## src/rtl/branch_predictor_bht.sv

```systemverilog
// branch_predictor_bht: fetch-side next-address resolver with a 2-bit BHT.
// Decodes I for unconditional jumps, predicts conditionals, tracks one branch.
//
// Ports:
//   clk, rst_n         clock (rising edge), asynchronous active-low reset
//   I, PC              fetched instruction and its fall-through address
//   enable             I is a conditional jump
//   predict_taken      table prediction for I (0 when enable=0)
//   next               next fetch address
//   stall              conditional present while a branch is still unresolved
//   res_valid/taken    resolution of the in-flight branch from execute
//   mispredict         registered one-cycle pulse on a wrong prediction
//   recover_addr       registered correct address, valid with mispredict
module branch_predictor_bht #(
   parameter int          INSTR_W  = 22,
   parameter int          ADDR_W   = 11,
   parameter int          IDX_W    = 4,
   parameter logic [2:0]  JMP_OPC  = 3'b100,
   parameter logic [1:0]  CNT_INIT = 2'b01
) (
   input  logic              clk,
   input  logic              rst_n,
   input  logic [INSTR_W-1:0] I,
   input  logic [ADDR_W-1:0] PC,
   output logic              enable,
   output logic              predict_taken,
   output logic [ADDR_W-1:0] next,
   output logic              stall,
   input  logic              res_valid,
   input  logic              res_taken,
   output logic              mispredict,
   output logic [ADDR_W-1:0] recover_addr
);

   localparam int DEPTH = 2 ** IDX_W;

   logic [1:0]        cnt [DEPTH];
   logic              pend_v;
   logic [IDX_W-1:0]  pend_idx;
   logic              pend_pred;
   logic [ADDR_W-1:0] pend_target;
   logic [ADDR_W-1:0] pend_fall;

   logic [2:0]        opc;
   logic              msb;
   logic              is_jmp;
   logic [IDX_W-1:0]  idx;
   logic [ADDR_W-1:0] target;
   logic              accept;
   logic              resolve;
   logic              unused_bits;

   assign opc         = I[INSTR_W-1:INSTR_W-3];
   assign msb         = I[INSTR_W-1];
   assign is_jmp      = msb & (opc == JMP_OPC);
   assign idx         = PC[IDX_W-1:0];
   assign target      = I[ADDR_W-1:0];
   assign unused_bits = ^I[INSTR_W-4:ADDR_W];

   assign enable        = msb & ~is_jmp;
   assign predict_taken = enable & cnt[idx][1];
   assign stall         = enable & pend_v & ~res_valid;
   assign accept        = enable & ~stall;
   assign resolve       = res_valid & pend_v;

   always_comb begin
      next = PC;
      unique case (1'b1)
         is_jmp:  next = target;
         enable:  next = predict_taken ? target : PC;
         default: next = PC;
      endcase
   end

   // Table update targets the pending index; a same-cycle accept reads
   // the pre-update value because the read above is purely combinational.
   always_ff @(posedge clk or negedge rst_n) begin
      if (!rst_n) begin
         for (int i = 0; i < DEPTH; i++)
            cnt[i] <= CNT_INIT;
      end else if (resolve) begin
         if (res_taken) begin
            if (cnt[pend_idx] != 2'b11)
               cnt[pend_idx] <= cnt[pend_idx] + 2'd1;
         end else begin
            if (cnt[pend_idx] != 2'b00)
               cnt[pend_idx] <= cnt[pend_idx] - 2'd1;
         end
      end
   end

   always_ff @(posedge clk or negedge rst_n) begin
      if (!rst_n) begin
         pend_v      <= 1'b0;
         pend_idx    <= '0;
         pend_pred   <= 1'b0;
         pend_target <= '0;
         pend_fall   <= '0;
      end else if (accept) begin
         pend_v      <= 1'b1;
         pend_idx    <= idx;
         pend_pred   <= predict_taken;
         pend_target <= target;
         pend_fall   <= PC;
      end else if (resolve) begin
         pend_v      <= 1'b0;
      end
   end

   always_ff @(posedge clk or negedge rst_n) begin
      if (!rst_n) begin
         mispredict   <= 1'b0;
         recover_addr <= '0;
      end else begin
         mispredict <= resolve & (res_taken != pend_pred);
         if (resolve)
            recover_addr <= res_taken ? pend_target : pend_fall;
      end
   end

endmodule

```

## config.mk

```make
export PLATFORM = sky130hd
export DESIGN_NAME = branch_predictor_bht
export DESIGN_NICKNAME = d
export VERILOG_FILES = /design/src/rtl/branch_predictor_bht.sv
export SDC_FILE = /design/constraint.sdc
export NUM_CORES = 1
export LEC_CHECK = 0
export BUFFER_PORTS_ARGS = -buffer_cell sky130_fd_sc_hd__buf_4
export CAP_MARGIN = 10
export CORE_MARGIN = 1.5
export CORE_UTILIZATION = 35
export CTS_BUF_LIST = sky130_fd_sc_hd__clkbuf_8
export DETAILED_ROUTE_END_ITERATION = 7
export PLACE_DENSITY_LB_ADDON = 0.25
export SKIP_CTS_REPAIR_TIMING = 1
export SLEW_MARGIN = 20
export SYNTH_ARGS = -nofsm -noshare
export SYNTH_HDL_FRONTEND = slang
export SYNTH_SLANG_ARGS = --single-unit
```

## constraint.sdc

```tcl
create_clock -name clk -period 7.2 [get_ports clk]
set_input_delay 1.08 -clock clk [delete_from_list [all_inputs] [get_ports clk]]
set_output_delay 1.08 -clock clk [all_outputs]
set_load 0.02 [all_outputs]
```

==> results of run 1 <==
[layer usage]
layer / wire length [um] / track usage [%] / up-vias
met3: 382 / 3.93 / 13
met5: 0 / 0 / -
met1: 3340 / 19.8 / 1074
met2: 3260 / 21.6 / 55
li1: - / - / 1067
met4: 155 / 5.93 / 0
[metrics by stage]
step	setup slack (ns)	cells	util, %	area, um^2	hold slack [ns]
final	3.09	458	43.4	4220	0.503
after global routing	2.98	458	43.4	4220	0.520
after CTS	3.07	458	43.4	4220	0.512
after detailed placement	3.09	442	41.1	4000	0.495
after global placement	3.10	442	41.0	3990	0.489
after floorplan	3.41	271	-	3490	0.478
[power by group through the flow]
stage,Sequential [mW],Clock [mW],Combinational (mW)
after global routing,0.641,0.386,0.519
after global placement,0.625,0,0.461
final,0.621,0.352,0.475
after floorplan,0.609,0,0.346
after CTS,0.623,0.366,0.480
after detailed placement,0.631,0,0.477
[placed cells by master (no fill, tap or decap), types with 2 or more instances in the layout]
cell type	n
a21oi_1	12
mux4_2	7
clkinv_4	2
mux2i_1	20
inv_1	4
dfrtp_1	52
nor3_1	2
o21ai_0	5
or4_1	2
clkbuf_8	10
ha_1	2
mux2_1	3
and2_1	2
mux2_2	58
nand3b_1	2
dfstp_2	16
nand4_1	2
buf_4	55
clkinv_2	2
nand2_1	10
bufinv_16	2
nand4b_1	2
nor2_1	26
mux2_4	11
nand2b_1	5
nand3_1	2
[logic make-up (layout without fill, tap and decap cells)]
| logic type | count (synthesis) | in the layout | synth area share, % |
|---|---|---|---|
| and+or+nand+nor | 57 | 57 | 7.77 |
| muxes | 99 | 99 | 34.6 |
| DFF | 68 | 68 | 49.3 |
| xor gates and xnor gates | 2 | 2 | 0.502 |
| AOI/OAI and AO/OA | 22 | 22 | 4.26 |
| buffers and inverters | 21 | 75 | 2.79 |
| adders and majority gates | 2 | 2 | 0.716 |
[area by class of cell]
| class | count | area, um^2 | share of cell area, % |
|---|---|---|---|
| sequential | 68 | 1720 | 40.8 |
| inverter | 4 | 15.0 | 0.355 |
| timing repair buffer | 55 | 413 | 9.77 |
| clock buffer | 10 | 138 | 3.26 |
| multi-input combinational | 182 | 1680 | 39.8 |
| clock inverter | 6 | 87.6 | 2.07 |
| tap | 133 | 166 | 3.94 |
[final timing paths]
path	start	end	slack [ns]
worst max-delay path	PC[0]	next[1]	3.09
worst min-delay path	pend_fall[10]	pend_fall[10]	0.50
worst max register to register	pend_fall[1]	cnt[25]	3.38
worst min register to register	pend_fall[10]	pend_fall[10]	0.50
max in group asynchronous	rst_n	cnt[9]	5.79
min in group asynchronous	rst_n	pend_target[10]	0.85
[cells in the mapped netlist (3+ instances only)]
library cell	n
mux2_2	58
dfrtp_1	52
nor2_1	26
mux2i_1	20
dfstp_2	16
a21oi_1	12
clkbuf_1	12
mux2_4	11
nand2_1	10
mux4_2	7
nand2b_1	5
o21ai_0	5
inv_1	4
mux2_1	3
[worst max-delay path, stage by stage]
cell	delay, ns
buf_4	0.17
mux2_1	0.34
mux4_2	0.53
o31ai_4	0.26
a21oi_4	0.14
mux2_4	0.34
buf_4	0.16
==> metrics.txt, run 1 <==
# TYPE chip_impl_metric gauge
chip_impl_metric{name="gp_congestion",unit=""} 0.774
chip_impl_metric{name="whs_path_depth",unit=""} 1
chip_impl_metric{name="critPathArrivalTime",unit="ns"} 3.03
chip_impl_metric{name="yosysWarnings",unit=""} 0
chip_impl_metric{name="worst_r2r_path_depth",unit=""} 9
chip_impl_metric{name="comb_power_share",unit="%"} 32.8
chip_impl_info{name="result_of_the_run",value="finished, final reports clean"} 1
chip_impl_metric{name="worst_ep_required_time",unit="ns"} 6.12
chip_impl_metric{name="synth-edff-count",unit=""} 0
chip_impl_metric{name="timing.max_cap.violations",unit=""} 0
chip_impl_metric{name="synth_seq_cells",unit=""} 68
chip_impl_metric{name="post_drt_via_cell_ratio",unit=""} 4.82
chip_impl_metric{name="syn-cell-area",unit="um^2"} 3490
chip_impl_metric{name="power.ir.vdd_worst",unit="mV"} 0.142
chip_impl_metric{name="grt_start_max_net_pins",unit=""} 69
chip_impl_metric{name="number_of_buffers_inserted_during_clock_tree_synthesis",unit=""} 9
chip_impl_metric{name="number_of_instances_in_the_synthesized_netlist",unit=""} 271
chip_impl_metric{name="grt_pass1_wl",unit="um"} 11300
chip_impl_info{name="dominantRegCellSynth",value="dfrtp_1"} 1
chip_impl_metric{name="p_int",unit="uW"} 991
chip_impl_metric{name="worst_slew_pin_slew",unit="ns"} 1.00
chip_impl_metric{name="maximum_operating_frequency",unit="GHz"} 0.243
chip_impl_metric{name="report.final.hold_viol_count",unit=""} 0
chip_impl_metric{name="ys_seq_area_share",unit="%"} 49.3
chip_impl_metric{name="synth.avg_cell_area",unit="um^2"} 12.9
chip_impl_metric{name="effective_utilization_at_floorplan",unit="%"} 35.9
chip_impl_metric{name="clk-insertion-delay-late",unit="ns"} 0.34
chip_impl_metric{name="clock_sinks",unit=""} 68
chip_impl_metric{name="nets",unit=""} 359
chip_impl_metric{name="grt_antenna_before_repair",unit=""} 0
chip_impl_metric{name="routed_wirelength",unit="um"} 7150
chip_impl_metric{name="floorplan.core_area",unit="um^2"} 9730
chip_impl_metric{name="synth.net_count",unit=""} 310
chip_impl_metric{name="first_global_vias",unit=""} 2150
chip_impl_metric{name="cts_max_level",unit=""} 3
chip_impl_metric{name="top_level_ports",unit=""} 63
chip_impl_metric{name="crit_fanout",unit=""} 10
chip_impl_info{name="min-delay-path-class",value="reg -> reg"} 1
chip_impl_metric{name="fin_tns_setup",unit="ns"} 0
chip_impl_metric{name="timing.final.max_slew_violations",unit=""} 0
chip_impl_metric{name="fp.dieW",unit="um"} 103
chip_impl_metric{name="antenna-diode-count",unit=""} 0
chip_impl_metric{name="grt_remaining_overflow",unit=""} 0
chip_impl_metric{name="pwr-share-seq",unit="%"} 42.9
chip_impl_info{name="root_buffer",value="clkbuf_8"} 1
chip_impl_metric{name="p_clk_share",unit="%"} 24.3
chip_impl_metric{name="initialDrtViolationCount",unit=""} 88
chip_impl_metric{name="cts.clk_slew.worst_paths",unit="ns"} 0.07
chip_impl_info{name="crit_type",value="in -> out"} 1
chip_impl_metric{name="finalWorstPathRequiredPeriod",unit="ns"} 4.11
chip_impl_metric{name="area_delta_synth_final",unit="%"} 21.0
chip_impl_metric{name="detailedRoute.firstPassIterationCount",unit=""} 4
chip_impl_metric{name="detail_route.wl_per_cell",unit="um"} 15.6
chip_impl_metric{name="vias_post_dr",unit=""} 2209
chip_impl_info{name="worst_setup_path_start_kind",value="input pin"} 1
chip_impl_metric{name="power_per_cell_area",unit="nW/um^2"} 343
chip_impl_metric{name="power_switching_share",unit="%"} 31.6
chip_impl_metric{name="drive_above_1_share",unit="%"} 51.7
chip_impl_info{name="ys_top_cells_by_area",value="dfrtp_1, mux2_2, dfstp_2"} 1
chip_impl_metric{name="post-route-drc-count",unit=""} 0
chip_impl_metric{name="power.total",unit="mW"} 1.45
chip_impl_metric{name="ctsLongestPathBuffers",unit=""} 2
chip_impl_metric{name="static-leakage-power",unit="nW"} 1.87
chip_impl_metric{name="dieHeight",unit="um"} 103
chip_impl_metric{name="port_buffers",unit=""} 54
chip_impl_metric{name="post_synth_num_cell_types",unit=""} 34
chip_impl_metric{name="grt_usage",unit="%"} 14.4
chip_impl_info{name="yosysTopAreaCell",value="dfrtp_1"} 1
chip_impl_metric{name="route.antenna.remaining_nets",unit=""} 0
chip_impl_info{name="setup_repair_after_global_routing_missed_its_margin",value="false"} 1
chip_impl_info{name="tritoncts",value="built"} 1
chip_impl_metric{name="layout_worst_path_cycle_share",unit="%"} 57.1
chip_impl_metric{name="max_slew_margin",unit="%"} 33.1
chip_impl_metric{name="worst_clock_skew",unit="ns"} 0.00815
chip_impl_metric{name="design.die.area",unit="um^2"} 10600
chip_impl_metric{name="proportion_of_netlist_area_held_by_the_largest_area_contributor",unit="%"} 37.3
chip_impl_metric{name="synth-async-reset-ratio",unit="%"} 100
chip_impl_metric{name="floorplan.rows",unit=""} 36
chip_impl_metric{name="net_switching_component_of_the_power",unit="uW"} 457
chip_impl_metric{name="final_setup_violations",unit=""} 0
chip_impl_info{name="timing.critical_path.to_type",value="output pin"} 1
chip_impl_metric{name="hpwl",unit="um"} 4840
chip_impl_metric{name="fillCellCount",unit=""} 955
(Power assumes the default switching activity.)
==> run 2: changes to the inputs <==
--- a/config.mk
+++ b/config.mk
@@ -5,6 +5,7 @@
 export SDC_FILE = /design/constraint.sdc
 export NUM_CORES = 1
 export LEC_CHECK = 0
+export ABC_AREA = 1
 export BUFFER_PORTS_ARGS = -buffer_cell sky130_fd_sc_hd__buf_4
 export CAP_MARGIN = 10
 export CORE_MARGIN = 1.5
==> constraint.sdc (replaced) <==
create_clock -name clk -period 4.1 [get_ports clk]
set_input_delay 0.615 -clock clk [delete_from_list [all_inputs] [get_ports clk]]
set_output_delay 0.615 -clock clk [all_outputs]
set_load 0.02 [all_outputs]
==> run 2 against run 1 <==
Final cell count rose by 40%. Power is 73% higher. Area after synthesis increased by 1.4%. Die area rose by 1.3%. Critical path type unchanged. Critical endpoint is now next[3]. Highest routed layer unchanged.
==> metrics.txt, run 2 <==
# TYPE chip_impl_metric gauge
chip_impl_metric{name="fin_tns_setup",unit="ns"} 0
chip_impl_metric{name="yosysWarnings",unit=""} 0
chip_impl_info{name="root_buffer",value="clkbuf_8"} 1
chip_impl_metric{name="timing.final.max_slew_violations",unit=""} 0
chip_impl_metric{name="p_clk_share",unit="%"} 27.5
chip_impl_metric{name="grt_pass1_wl",unit="um"} 15100
chip_impl_metric{name="finish.instance_area",unit="um^2"} 4290
chip_impl_metric{name="clk-insertion-delay-late",unit="ns"} 0.35
chip_impl_metric{name="grt_usage",unit="%"} 17.7
chip_impl_metric{name="worst_r2r_path_depth",unit=""} 15
chip_impl_metric{name="grt_remaining_overflow",unit=""} 0
chip_impl_metric{name="synth.net_count",unit=""} 490
chip_impl_metric{name="proportion_of_netlist_area_held_by_the_largest_area_contributor",unit="%"} 36.8
chip_impl_metric{name="post-place-cells",unit=""} 626
chip_impl_metric{name="critPathArrivalTime",unit="ns"} 2.05
chip_impl_metric{name="net_switching_component_of_the_power",unit="uW"} 888
chip_impl_metric{name="grt_start_max_net_pins",unit=""} 69
chip_impl_info{name="crit_type",value="in -> out"} 1
chip_impl_metric{name="floorplan.rows",unit=""} 36
chip_impl_metric{name="static-leakage-power",unit="nW"} 2.08
chip_impl_metric{name="report.final.hold_viol_count",unit=""} 0
chip_impl_metric{name="finalWorstPathRequiredPeriod",unit="ns"} 2.66
chip_impl_metric{name="worst_ep_required_time",unit="ns"} 3.48
chip_impl_metric{name="comb_power_share",unit="%"} 31.5
chip_impl_metric{name="nets",unit=""} 543
chip_impl_metric{name="fillCellCount",unit=""} 1012
chip_impl_metric{name="number_of_instances_in_the_synthesized_netlist",unit=""} 451
chip_impl_metric{name="vias_post_dr",unit=""} 3120
chip_impl_info{name="setup_repair_after_global_routing_missed_its_margin",value="false"} 1
chip_impl_metric{name="synth.area.mux_share",unit="%"} 0.954
chip_impl_metric{name="post_drt_via_cell_ratio",unit=""} 4.86
chip_impl_info{name="mostFrequentLayoutCell",value="nand2_1"} 1
chip_impl_metric{name="fin_cells",unit=""} 642
chip_impl_info{name="rr_startpoint",value="pend_fall[1]"} 1
chip_impl_metric{name="drive_above_1_share",unit="%"} 23.4
chip_impl_metric{name="crit_path_max_incr_delay",unit="ns"} 0.23
chip_impl_metric{name="synth_fa_ha_area_share",unit="%"} 0.707
chip_impl_metric{name="synth-async-reset-ratio",unit="%"} 100
chip_impl_info{name="most-common-layout-cells",value="nand2_1, buf_4, inv_1, dfrtp_1, o21ai_0"} 1
chip_impl_metric{name="grt_antenna_before_repair",unit=""} 0
chip_impl_metric{name="power_switching_share",unit="%"} 35.5
chip_impl_metric{name="pwr-share-seq",unit="%"} 41.0
chip_impl_metric{name="final_setup_violations",unit=""} 0
chip_impl_metric{name="cts_max_level",unit=""} 3
chip_impl_info{name="min-delay-path-class",value="in -> async"} 1
chip_impl_info{name="synth_top_family_by_area",value="simple AND/OR/NAND/NOR gates"} 1
chip_impl_info{name="timing.critical_path.slowest_stage_cell",value="nand3_2"} 1
chip_impl_metric{name="route.antenna.remaining_nets",unit=""} 0
chip_impl_metric{name="worst_slew_pin_slew",unit="ns"} 0.890
chip_impl_metric{name="floorplan.core_area",unit="um^2"} 9770
chip_impl_metric{name="synth_seq_cells",unit=""} 68
chip_impl_metric{name="post_synth_num_cell_types",unit=""} 33
chip_impl_info{name="tritoncts",value="built"} 1
chip_impl_metric{name="maximum_operating_frequency",unit="GHz"} 0.376
chip_impl_info{name="synthMostInstantiatedCell",value="nand2_1"} 1
chip_impl_metric{name="clock_sinks",unit=""} 68
chip_impl_metric{name="design.die.area",unit="um^2"} 10700
chip_impl_metric{name="synth-edff-count",unit=""} 0
chip_impl_metric{name="crit_fanout",unit=""} 7
chip_impl_metric{name="detailedRoute.firstPassIterationCount",unit=""} 4
chip_impl_info{name="result_of_the_run",value="finished, final reports clean"} 1
chip_impl_metric{name="power_per_cell_area",unit="nW/um^2"} 584
chip_impl_metric{name="power.ir.vdd_worst",unit="mV"} 0.253
chip_impl_metric{name="p_int",unit="mW"} 1.62
chip_impl_info{name="cp_cell_sequence",value="buf_4 > inv_1 > nand3_1 > nand3_1 > nand3_2 > nand2_2 > nand2_1 > o21ai_1 > inv_1 > buf_4"} 1
chip_impl_metric{name="detail_route.wl_per_cell",unit="um"} 14.1
chip_impl_metric{name="syn-cell-area",unit="um^2"} 3540
chip_impl_info{name="worst_setup_path_start_kind",value="input pin"} 1
chip_impl_metric{name="routed_wirelength",unit="um"} 9080
chip_impl_metric{name="antenna-diode-count",unit=""} 0
chip_impl_metric{name="area_delta_synth_final",unit="%"} 21.2
chip_impl_metric{name="layout_worst_path_cycle_share",unit="%"} 64.9
chip_impl_metric{name="synth.avg_cell_area",unit="um^2"} 7.85
chip_impl_metric{name="ctsLongestPathBuffers",unit=""} 2
chip_impl_metric{name="dpl-instance-area",unit="um^2"} 4040
chip_impl_metric{name="first_global_vias",unit=""} 3017
chip_impl_metric{name="synth_simple_gate_area_share",unit="%"} 24.8
chip_impl_metric{name="number_of_buffers_inserted_during_clock_tree_synthesis",unit=""} 9
chip_impl_metric{name="synthXorXnorAreaFrac",unit="%"} 0.247
chip_impl_metric{name="post-route-drc-count",unit=""} 0
chip_impl_metric{name="cts.clk_slew.worst_paths",unit="ns"} 0.07
chip_impl_info{name="yosysTopAreaCell",value="dfrtp_1"} 1
chip_impl_metric{name="port_buffers",unit=""} 54
chip_impl_metric{name="worst_clock_skew",unit="ns"} 0.0120
chip_impl_metric{name="ys_seq_area_share",unit="%"} 48.6
chip_impl_info{name="timing.critical_path.to_type",value="output pin"} 1
chip_impl_metric{name="max_slew_margin",unit="%"} 40.7
chip_impl_metric{name="fp.dieW",unit="um"} 104
chip_impl_metric{name="top_level_ports",unit=""} 63
chip_impl_info{name="dominantRegCellSynth",value="dfrtp_1"} 1
chip_impl_metric{name="hpwl",unit="um"} 6400
chip_impl_info{name="ys_top_cells_by_area",value="dfrtp_1, nand2_1, dfstp_2"} 1
chip_impl_info{name="worst_setup_path_startpoint",value="PC[1]"} 1
chip_impl_metric{name="timing.max_cap.violations",unit=""} 0
chip_impl_metric{name="initialDrtViolationCount",unit=""} 214
chip_impl_metric{name="gp_congestion",unit=""} 0.803
chip_impl_metric{name="dieHeight",unit="um"} 104
chip_impl_metric{name="compound_gate_portion_of_the_synthesized_area",unit="%"} 16.0
chip_impl_info{name="synth.cells.most_frequent",value="nand2_1, dfrtp_1, inv_1"} 1
chip_impl_metric{name="effective_utilization_at_floorplan",unit="%"} 36.2
==> run 2: changes by cell type in the layout (fill, tap and decap cells not counted), moves of 6 or more <==
cell	previous run	this run
a21oi_1	12	24
inv_1	4	52
mux2_2	58	3
mux2_4	11	0
mux2i_1	20	0
mux4_2	7	0
nand2_1	10	132
nand3_1	2	30
o21ai_0	5	48
o21ai_1	0	6
o21ai_2	0	8
o22ai_1	0	13
==> run 2: cell families (layout without fill, tap and decap cells) <==
family,Yosys count,in the layout
AND/OR/NAND/NOR,203,203
AO/OA/AOI/OAI,102,102
buffers and inverters,72,130
flip-flops,68,68
multiplexers,3,3
adder cells (fa/ha/maj),2,2
XOR/XNOR,1,1
==> run 2: area by class of cell <==
cell class,instances,area (um^2),area share [%]
clock buffers,10,138,3.21
inverters,58,220,5.13
repair buffers,56,420,9.80
clock inverters,6,111,2.60
well taps,133,166,3.88
flip-flops and latches,68,1720,40.1
multi-input cells,311,1510,35.3
==> run 2: critical path: cells and delay by family <==
family | cells | cell delay [ns]
AOI/OAI and AO/OA | 1 | 0.13
buffers and inverters | 4 | 0.51
and+or+nand+nor | 5 | 0.80
==> run 2: routing by layer <==
layer	part of all wire [%]	GRT usage, %	up-vias
met2	46	26.9	64
li1	-	-	1562
met4	0.93	5.65	0
met1	48	25.0	1487
met3	4.9	4.15	7
met5	0	0	-
==> run 2: final timing paths <==
kind,endpoint,slack [ns]
setup / recovery,next[3],1.44
hold / removal,cnt[1],0.36
setup reg to reg,cnt[11],1.52
hold reg to reg,mispredict,0.47
max in group asynchronous,cnt[3],3.13
min in group clk,mispredict,0.47
==> run 2: power groups by stage <==
| stage | registers [mW] | clock network [mW] | logic, mW |
|---|---|---|---|
| 6_report | 1.03 | 0.688 | 0.789 |
| 5_1_grt | 1.05 | 0.730 | 0.892 |
| 4_1_cts | 1.03 | 0.702 | 0.798 |
| 3_5_place_dp | 1.03 | 0 | 0.797 |
| 3_3_place_gp | 1.03 | 0 | 0.785 |
| 2_1_floorplan | 1.04 | 0 | 0.539 |
==> run 2: stage by stage <==
step / total power, mW / utilization [%] / setup WS (ns) / hold slack, ns
global route: 2.67 / 43.9 / 1.20 / 0.442
floorplan: 1.58 / - / 1.82 / 0.319
finish: 2.50 / 43.9 / 1.44 / 0.356
detailed placement: 1.83 / 41.3 / 1.45 / 0.460
global placement: 1.82 / 41.3 / 1.45 / 0.456
CTS: 2.53 / 43.9 / 1.45 / 0.406
==> run 3: changes to the inputs <==
==> constraint.sdc (replaced) <==
create_clock -name clk -period 2.6 [get_ports clk]
set_input_delay 0.39 -clock clk [delete_from_list [all_inputs] [get_ports clk]]
set_output_delay 0.39 -clock clk [all_outputs]
set_load 0.02 [all_outputs]
==> run 3 against run 2 <==
Sequential cell count unchanged. Final cell count increased by 2.0%. Highest routed layer unchanged. Hold slack got worse by 0.20 ns. Critical endpoint is now cnt[1]. Count of clock-buffer cells in the layout increased by 1. Utilization increased by 1.1 points. Sequential share of layout area decreased by 0.95 points. Combinational power increased by 75%. Power increased by 61%. Final area increased by 2.6%. Clock power increased by 48%. Clock skew about the same.
==> metrics.txt, run 3 (synthesis gave the netlist of run 2 again) <==
# TYPE chip_impl_metric gauge
chip_impl_metric{name="floorplan.rows",unit=""} 36
chip_impl_metric{name="design.die.area",unit="um^2"} 10700
chip_impl_info{name="worst_path_most_repeated_cell",value="nand2_1"} 1
chip_impl_metric{name="cts_max_level",unit=""} 3
chip_impl_metric{name="hpwl",unit="um"} 6460
chip_impl_metric{name="timing.max_cap.violations",unit=""} 0
chip_impl_metric{name="worst_slew_pin_slew",unit="ns"} 0.873
chip_impl_metric{name="post-place-cells",unit=""} 639
chip_impl_metric{name="detail_route.wl_per_cell",unit="um"} 14.0
chip_impl_metric{name="post-route-drc-count",unit=""} 0
chip_impl_metric{name="dieHeight",unit="um"} 104
chip_impl_metric{name="area_delta_synth_final",unit="%"} 24.3
chip_impl_metric{name="initialDrtViolationCount",unit=""} 241
chip_impl_metric{name="finalWorstPathRequiredPeriod",unit="ns"} 2.39
chip_impl_metric{name="report.final.hold_viol_count",unit=""} 0
chip_impl_metric{name="final_setup_violations",unit=""} 0
chip_impl_metric{name="top_level_ports",unit=""} 63
chip_impl_metric{name="power_per_cell_area",unit="nW/um^2"} 914
chip_impl_metric{name="routed_wirelength",unit="um"} 9150
chip_impl_metric{name="crit_path_max_incr_delay",unit="ns"} 0.46
chip_impl_metric{name="vias_post_dr",unit=""} 3164
chip_impl_metric{name="first_global_vias",unit=""} 3069
chip_impl_info{name="root_buffer",value="clkbuf_8"} 1
chip_impl_metric{name="nets",unit=""} 556
chip_impl_metric{name="dpl-instance-area",unit="um^2"} 4150
chip_impl_metric{name="route.antenna.remaining_nets",unit=""} 0
chip_impl_metric{name="crit_fanout",unit=""} 9
chip_impl_metric{name="power.ir.vdd_worst",unit="mV"} 0.418
chip_impl_info{name="result_of_the_run",value="finished, final reports clean"} 1
chip_impl_info{name="critical_path.endpoint",value="cnt[1]"} 1
chip_impl_metric{name="max_slew_margin",unit="%"} 41.8
chip_impl_metric{name="port_buffers",unit=""} 54
chip_impl_metric{name="timing.final.max_slew_violations",unit=""} 0
chip_impl_info{name="tritoncts",value="built"} 1
chip_impl_metric{name="grt_start_max_net_pins",unit=""} 69
chip_impl_metric{name="floorplan.core_area",unit="um^2"} 9770
chip_impl_metric{name="cts.clk_slew.worst_paths",unit="ns"} 0.07
chip_impl_metric{name="detailedRoute.firstPassIterationCount",unit=""} 5
chip_impl_metric{name="fin_cells",unit=""} 655
chip_impl_metric{name="net_switching_component_of_the_power",unit="mW"} 1.45
chip_impl_metric{name="grt_pass1_wl",unit="um"} 15500
chip_impl_metric{name="post_drt_via_cell_ratio",unit=""} 4.83
chip_impl_info{name="most-common-layout-cells",value="nand2_1, buf_4, inv_1, dfrtp_1, o21ai_0"} 1
chip_impl_metric{name="fp.dieW",unit="um"} 104
chip_impl_metric{name="worst_r2r_path_depth",unit=""} 15
chip_impl_metric{name="power_switching_share",unit="%"} 36.0
chip_impl_info{name="worst_setup_path_start_kind",value="register"} 1
chip_impl_metric{name="clk-insertion-delay-late",unit="ns"} 0.35
chip_impl_metric{name="grt_antenna_before_repair",unit=""} 0
chip_impl_metric{name="finish.instance_area",unit="um^2"} 4400
chip_impl_metric{name="grt_usage",unit="%"} 18.0
chip_impl_metric{name="effective_utilization_at_floorplan",unit="%"} 36.2
chip_impl_metric{name="worst_clock_skew",unit="ns"} 0.0118
chip_impl_metric{name="grt_remaining_overflow",unit=""} 0
chip_impl_metric{name="worst_ep_required_time",unit="ns"} 2.83
chip_impl_metric{name="static-leakage-power",unit="nW"} 2.14
chip_impl_metric{name="layout_worst_path_cycle_share",unit="%"} 91.8
chip_impl_metric{name="holdWs",unit="ns"} 0.156
chip_impl_metric{name="maximum_operating_frequency",unit="GHz"} 0.419
chip_impl_info{name="min-delay-path-class",value="in -> async"} 1
chip_impl_metric{name="number_of_buffers_inserted_during_clock_tree_synthesis",unit=""} 9
chip_impl_info{name="worst_r2r_endpoint",value="cnt[1]"} 1
chip_impl_info{name="timing.critical_path.to_type",value="register"} 1
chip_impl_info{name="crit_type",value="reg -> reg"} 1
chip_impl_info{name="mostFrequentLayoutCell",value="nand2_1"} 1
chip_impl_info{name="timing.critical_path.slowest_stage_cell",value="dfrtp_2"} 1
chip_impl_metric{name="comb_power_share",unit="%"} 34.3
chip_impl_metric{name="critPathArrivalTime",unit="ns"} 2.61
chip_impl_metric{name="gp_congestion",unit=""} 0.825
chip_impl_metric{name="p_int",unit="mW"} 2.57
chip_impl_info{name="rr_startpoint",value="pend_fall[1]"} 1
chip_impl_info{name="cp_cell_sequence",value="buf_4 > nand2_4 > o22ai_1 > o21ai_0 > nand4_1 > ha_1 > nand2_1 > nand2_1 > a21oi_2 > inv_1 > nor2_1 > buf_4 > nand2_1 > nand2_1 > o21ai_0"} 1
chip_impl_metric{name="ctsLongestPathBuffers",unit=""} 2
chip_impl_info{name="worst_setup_path_startpoint",value="pend_fall[1]"} 1
chip_impl_metric{name="fin_tns_setup",unit="ns"} 0
chip_impl_metric{name="setup.reg_to_reg.worst_slack",unit="ns"} 0.21
chip_impl_info{name="setup_repair_after_global_routing_missed_its_margin",value="false"} 1
chip_impl_metric{name="pwr-share-seq",unit="%"} 40.3
chip_impl_metric{name="antenna-diode-count",unit=""} 0
chip_impl_metric{name="p_clk_share",unit="%"} 25.4
chip_impl_metric{name="fillCellCount",unit=""} 1009
chip_impl_metric{name="drive_above_1_share",unit="%"} 25.9
chip_impl_metric{name="clock_sinks",unit=""} 68
-- run 3: cell count changes in the layout (fill, tap and decap cells not counted), sizes merged --
cell / before / now
buf: 56 / 69
bufinv: 3 / 2
clkbuf: 10 / 11
clkinv: 2 / 1
clkinvlp: 1 / 2
-- run 3: worst max-delay path, delay by kind of cell (launching register included) --
family / cells / cell delay (ns)
AO/OA/AOI/OAI: 4 / 0.49
flip-flops: 1 / 0.46
adder cells (fa/ha/maj): 1 / 0.21
AND/OR/NAND/NOR: 7 / 0.70
buffers and inverters: 3 / 0.40
-- run 3: through the flow --
stage | power (mW) | setup WS, ns | util, %
floorplan | 2.49 | 0.379 | -
global placement | 2.98 | 0.156 | 42.5
detailed placement | 3.01 | 0.131 | 42.5
CTS | 4.05 | 0.0777 | 44.9
global route | 4.30 | 0.0246 | 45.0
finish | 4.02 | 0.214 | 45.0
-- run 3: how the worst min path moves through the flow --
stage              start         endpoint  slack, ns
2_1_floorplan      rst_n          cnt[11]       0.09
3_3_place_gp   pend_pred       mispredict       0.45
6_report           rst_n           cnt[5]       0.16
3_5_place_dp   pend_pred       mispredict       0.46
5_1_grt            rst_n           cnt[1]       0.23
4_1_cts            rst_n  recover_addr[3]       0.19
-- run 3: power by group through the flow --
| stage | clock network, mW | registers, mW | logic (mW) |
|---|---|---|---|
| 6_report | 1.02 | 1.62 | 1.38 |
| 5_1_grt | 1.09 | 1.67 | 1.54 |
| 4_1_cts | 1.05 | 1.62 | 1.38 |
| 3_5_place_dp | 0 | 1.63 | 1.38 |
| 3_3_place_gp | 0 | 1.63 | 1.35 |
| 2_1_floorplan | 0 | 1.64 | 0.850 |
-- run 3: per-layer routing --
layer  track usage (%)  routed length [um]  vias to the layer above
met5                 0                   0                        -
met4              7.34                 151                        0
met3              2.77                 330                        9
met2              27.7                4180                       76
met1              25.5                4490                     1488
li1                  -                   -                     1591
-- run 3: cell type report --
type | instances | area [um^2] | share of cell area [%]
Sequential cell | 68 | 1720 | 39.2
Multi-Input combinational cell | 311 | 1520 | 34.6
Timing Repair Buffer | 69 | 531 | 12.1
Inverter | 58 | 223 | 5.06
Tap cell | 133 | 166 | 3.78
Clock buffer | 11 | 151 | 3.44
Clock inverter | 5 | 83.8 | 1.91
